===== config.mk =====
export PLATFORM = sky130hd
export DESIGN_NAME = apb_rr_master
export DESIGN_NICKNAME = d
export VERILOG_FILES = /design/src/rtl/apb_rr_master.sv
export SDC_FILE = /design/constraint.sdc
export NUM_CORES = 1
export LEC_CHECK = 0
export ABC_AREA = 0
export BUFFER_PORTS_ARGS = -buffer_cell sky130_fd_sc_hd__buf_4
export CAP_MARGIN = 20
export CORE_AREA = 2 2 158 160
export CTS_BUF_LIST = sky130_fd_sc_hd__clkbuf_16
export DETAILED_ROUTE_END_ITERATION = 10
export DIE_AREA = 0 0 160 162
export RECOVER_POWER = 100
export SYNTH_ARGS = -nofsm -noshare
export SYNTH_HDL_FRONTEND = slang
export SYNTH_SLANG_ARGS = --single-unit

===== constraint.sdc =====
create_clock -name pclk -period 3.55 [get_ports pclk]
set_input_delay 0.8875 -clock pclk [delete_from_list [all_inputs] [get_ports pclk]]
set_output_delay 0.8875 -clock pclk [all_outputs]
set_load 0.01 [all_outputs]

===== src/rtl/apb_rr_master.sv =====
// Round-robin arbitrating APB master: NUM_REQ requesters share one APB slave port.
// Runs IDLE -> SETUP -> ACCESS per transfer and aborts a hung slave after TIMEOUT ACCESS cycles.
module apb_rr_master #(
    parameter int NUM_REQ    = 4,
    parameter int ADDR_WIDTH = 32,
    parameter int DATA_WIDTH = 32,
    parameter int TIMEOUT    = 16
) (
    input  logic                             pclk,
    input  logic                             preset_n,
    input  logic [NUM_REQ-1:0]               req_valid,
    input  logic [NUM_REQ-1:0]               req_write,
    input  logic [NUM_REQ*ADDR_WIDTH-1:0]    req_addr,
    input  logic [NUM_REQ*DATA_WIDTH-1:0]    req_wdata,
    output logic [NUM_REQ-1:0]               rsp_valid,
    output logic [DATA_WIDTH-1:0]            rsp_rdata,
    output logic                             rsp_err,
    output logic [ADDR_WIDTH-1:0]            paddr,
    output logic                             pwrite,
    output logic                             psel,
    output logic                             penable,
    output logic [DATA_WIDTH-1:0]            pwdata,
    input  logic                             pready,
    input  logic [DATA_WIDTH-1:0]            prdata,
    input  logic                             pslverr
);

    localparam int IDX_W     = $clog2(NUM_REQ);
    localparam int CNT_W     = (TIMEOUT > 0) ? $clog2(TIMEOUT + 1) : 1;
    localparam int TO_LAST_I = (TIMEOUT > 0) ? TIMEOUT - 1 : 0;
    localparam logic [CNT_W-1:0] TO_LAST = CNT_W'(TO_LAST_I);
    localparam logic [IDX_W:0]   NREQ_V  = (IDX_W + 1)'(NUM_REQ);

    localparam logic [1:0] ST_IDLE   = 2'd0;
    localparam logic [1:0] ST_SETUP  = 2'd1;
    localparam logic [1:0] ST_ACCESS = 2'd2;

    logic [1:0]         state;
    logic [IDX_W-1:0]   ptr;
    logic [CNT_W-1:0]   cnt;
    logic [NUM_REQ-1:0] elig;
    logic               grant;
    logic [IDX_W-1:0]   win;
    logic [IDX_W:0]     cand;
    logic               timed_out;
    logic               done;

    // A requester whose completion pulse is out this cycle has not yet seen it, so mask it.
    assign elig = req_valid & ~rsp_valid;

    always_comb begin
        grant = 1'b0;
        win   = '0;
        cand  = '0;
        for (int k = 1; k <= NUM_REQ; k++) begin
            cand = {1'b0, ptr} + (IDX_W + 1)'(k);
            if (cand >= NREQ_V) cand = cand - NREQ_V;
            if (!grant && elig[cand[IDX_W-1:0]]) begin
                grant = 1'b1;
                win   = cand[IDX_W-1:0];
            end
        end
    end

    assign timed_out = (TIMEOUT != 0) && (cnt == TO_LAST);
    assign done      = pready || timed_out;

    always_ff @(posedge pclk or negedge preset_n) begin
        if (!preset_n) begin
            state     <= ST_IDLE;
            ptr       <= IDX_W'(NUM_REQ - 1);
            cnt       <= '0;
            psel      <= 1'b0;
            penable   <= 1'b0;
            paddr     <= '0;
            pwrite    <= 1'b0;
            pwdata    <= '0;
            rsp_valid <= '0;
            rsp_rdata <= '0;
            rsp_err   <= 1'b0;
        end else begin
            rsp_valid <= '0;
            case (state)
                ST_IDLE: begin
                    if (grant) begin
                        state   <= ST_SETUP;
                        psel    <= 1'b1;
                        penable <= 1'b0;
                        ptr     <= win;
                        paddr   <= req_addr[int'(win)*ADDR_WIDTH +: ADDR_WIDTH];
                        pwdata  <= req_wdata[int'(win)*DATA_WIDTH +: DATA_WIDTH];
                        pwrite  <= req_write[win];
                    end
                end
                ST_SETUP: begin
                    state   <= ST_ACCESS;
                    penable <= 1'b1;
                    cnt     <= '0;
                end
                ST_ACCESS: begin
                    if (done) begin
                        state          <= ST_IDLE;
                        psel           <= 1'b0;
                        penable        <= 1'b0;
                        rsp_valid[ptr] <= 1'b1;
                        // A real pready beats a coincident timeout.
                        if (pready) begin
                            rsp_err   <= pslverr;
                            rsp_rdata <= pwrite ? '0 : prdata;
                        end else begin
                            rsp_err   <= 1'b1;
                            rsp_rdata <= '0;
                        end
                    end else if (TIMEOUT != 0) begin
                        cnt <= cnt + CNT_W'(1);
                    end
                end
                default: state <= ST_IDLE;
            endcase
        end
    end

endmodule


==> results.toml <==
[clock_tree]
clkSinkCount = 113
cts.clk_slew.worst_paths_ns = 0.07
insertion_delay_ns = 0.43
cts_setup_buffers = 0
cts_max_level = 4
cts_root_buffer = "clkbuf_16"
cts_buffer_depth = 2
post_cts_resized = 0
cts_buffers = 17
postCtsHoldBufs = 0
cts_tree = "done"

[global_routing]
grt_pass1_vias = 9150
grt_pass1_wl_um = 53900
grt_antenna_before_repair = 1
grt_max_degree = 71
track_usage = 0.266
grt_overflow_total = 0

[drt]
dr_total_vias = 9165
drc = 0
drt-total-wl_um = 34900
routed_via_density = 5.45
ant_nets = 0
dr.pass1.iters = 5
wl_per_cell_um = 20.7
first_iter_violations = 648

[worst_setup_path]
startpoint_type = "register"
worst_setup_path_end_kind = "register"
worst_ep_arrival_time_ns = 3.53
worstPathMaxFanout = 42
setup.worst_path.class = "register to register"
required_ns = 3.88

[job]
drv_cap = 1

[hold_path]
hold_class = "register to register"

[yosys]
async_reset_ff_frac = 1.00
synth_area_leaders = "dfrtp_1, a2111o_1, a221oi_2"
synth_top_cell_area_share = 0.325
netlist_instances = 990
synth_edf_count = 0
yosys_register_bits = 113
yosysWarnings = 0
ys.flop_type = "dfrtp_1"
synth_top_cell_by_area = "dfrtp_1"
synth_seq_area_share = 0.331
syn_avg_cell_area_um2 = 8.64
synth_fp_nets = 1296
synth_cell_types = 50
syn-cell-area_mm2 = 0.00855

[timing]
grt_setup_unrepaired = "no"
layout_min_cycle_time_ns = 3.20
slew_viol_final = 41
final.period_utilization = 0.901
worst_clock_skew_ns = 0.0142
hold_viol_final = 0
slew_headroom = -0.550
max_slew.worst_pin.slew_ns = 2.32
max_freq_ghz = 0.313
setup_viol = 0
finalSetupTns_ns = 0

[layout]
fin_nets = 1650
layout_common_cells = "buf_4, nor2_1, inv_1"
seqCellArea_mm2 = 0.00283
drive_gt1_frac = 0.311
area_growth_pct = 39.0
multi_input_area_mm2 = 0.00462
final_common_cell = "buf_4"
post-route-util = 0.493
fillers = 2450

[pwr]
p_leak_uw = 0.00548
p_per_area_mw_per_mm2 = 858
vdd_drop_max_mv = 0.511

[outcome]
outcome = "complete, but fails checks"
violations = "max-capacitance violations, max-slew violations"

[floorplan]
start_util = 0.355
die_w_um = 160
dieArea_mm2 = 0.0259
fp.dieH_um = 162
rows = 57
core_mm2 = 0.0241
ios = 404

[place]
gp_congestion = 0.814
port_buffers = 403
dp_hpwl_um = 24200
## registers in the layout, indices dropped and copies added, names as in the netlist
name	cells
paddr	32
pwdata	32
rsp_rdata	32
cnt	5
rsp_valid	4
ptr	2
state	2
penable	1
psel	1
pwrite	1
rsp_err	1
## cell usage after synthesis, types with 2 or more instances
library cell	count
o21ai_0	39
o22ai_1	2
a211oi_1	2
a2111o_1	64
a221oi_2	40
a221oi_1	24
o211ai_1	38
a31oi_1	2
inv_1	138
buf_1	6
buf_4	2
nor2b_1	4
a41oi_1	64
a21oi_1	4
inv_2	2
mux4_2	2
nor2_1	143
dfrtp_1	111
buf_6	10
buf_2	26
a21o_1	3
nand3_1	2
nand2b_1	4
mux2i_1	6
dfstp_2	2
o221ai_1	2
nand2_1	74
o211ai_2	29
and2b_4	4
clkbuf_1	53
ha_1	6
and2_1	64
## critical path: stages (launching register included)
cell	delay [ns]
dfstp_4	0.61
inv_1	0.05
ha_1	0.30
inv_1	0.11
mux4_2	0.56
nand2_4	0.15
clkbuf_4	0.49
o2111ai_1	0.19
buf_4	0.34
o211ai_1	0.25
## report_power, final
part / internal, uW / switching (uW) / total (uW)
Sequential: 1950 / 383 / 2340
Combinational: 2270 / 3710 / 5990
Clock: 1130 / 748 / 1870
Total: 5350 / 4840 / 10200
## metrics by stage
step | cell area, um^2 | total power, uW | hold WS [ns] | instances | worst slack [ns]
2_1_floorplan | 8550 | 6620 | 0.471 | 990 | 0.666
5_1_grt | 11900 | 10900 | 0.502 | 1682 | 0.198
3_3_place_gp | 11800 | 8940 | 0.463 | 1649 | 0.405
4_1_cts | 12400 | 10900 | 0.453 | 1681 | 0.436
6_report | 11900 | 10200 | 0.475 | 1682 | 0.352
3_5_place_dp | 11800 | 9010 | 0.471 | 1649 | 0.356
## cell type report
| type | count | area share |
|---|---|---|
| Multi-Input combinational cell | 640 | 0.389 |
| Timing Repair Buffer | 432 | 0.242 |
| Sequential cell | 113 | 0.239 |
| Inverter | 140 | 0.0442 |
| Clock buffer | 17 | 0.0358 |
| Tap cell | 324 | 0.0341 |
| Clock inverter | 15 | 0.0162 |
| Antenna cell | 1 | 0.000211 |
## worst paths after layout
check | from | endpoint | slack (ns) | cells after the start
min in group asynchronous | preset_n | rsp_rdata[0] | 1.14 | 1
min reg2reg | rsp_rdata[7] | rsp_rdata[7] | 0.48 | 2
max in group asynchronous | preset_n | pwdata[18] | 0.68 | 2
max reg2reg | ptr[0] | pwdata[31] | 0.35 | 9
max | ptr[0] | pwdata[31] | 0.35 | 9
min | rsp_rdata[7] | rsp_rdata[7] | 0.48 | 2
## cell families (layout without fill, tap and decap cells)
kind of cell    count (synthesis)  count (layout)  share of synthesized area
compound gates                319             319                      0.362
xor+xnor                        1               1                    0.00102
fa+ha+maj                       6               6                    0.00878
buf+inv                       237             604                      0.118
flops                         113             113                      0.331
mux                             9               9                     0.0136
other cells                     0               1                          0
simple gates                  305             305                      0.167
## layer usage
layer / global-route usage / up-vias / part of all wire
li1: - / 4308 / -
met1: 0.351 / 4416 / 0.43
met2: 0.433 / 396 / 0.47
met3: 0.0638 / 45 / 0.074
met4: 0.0827 / 0 / 0.023
met5: 0 / - / 0
Note: power is estimated with default switching activity, not from simulation.
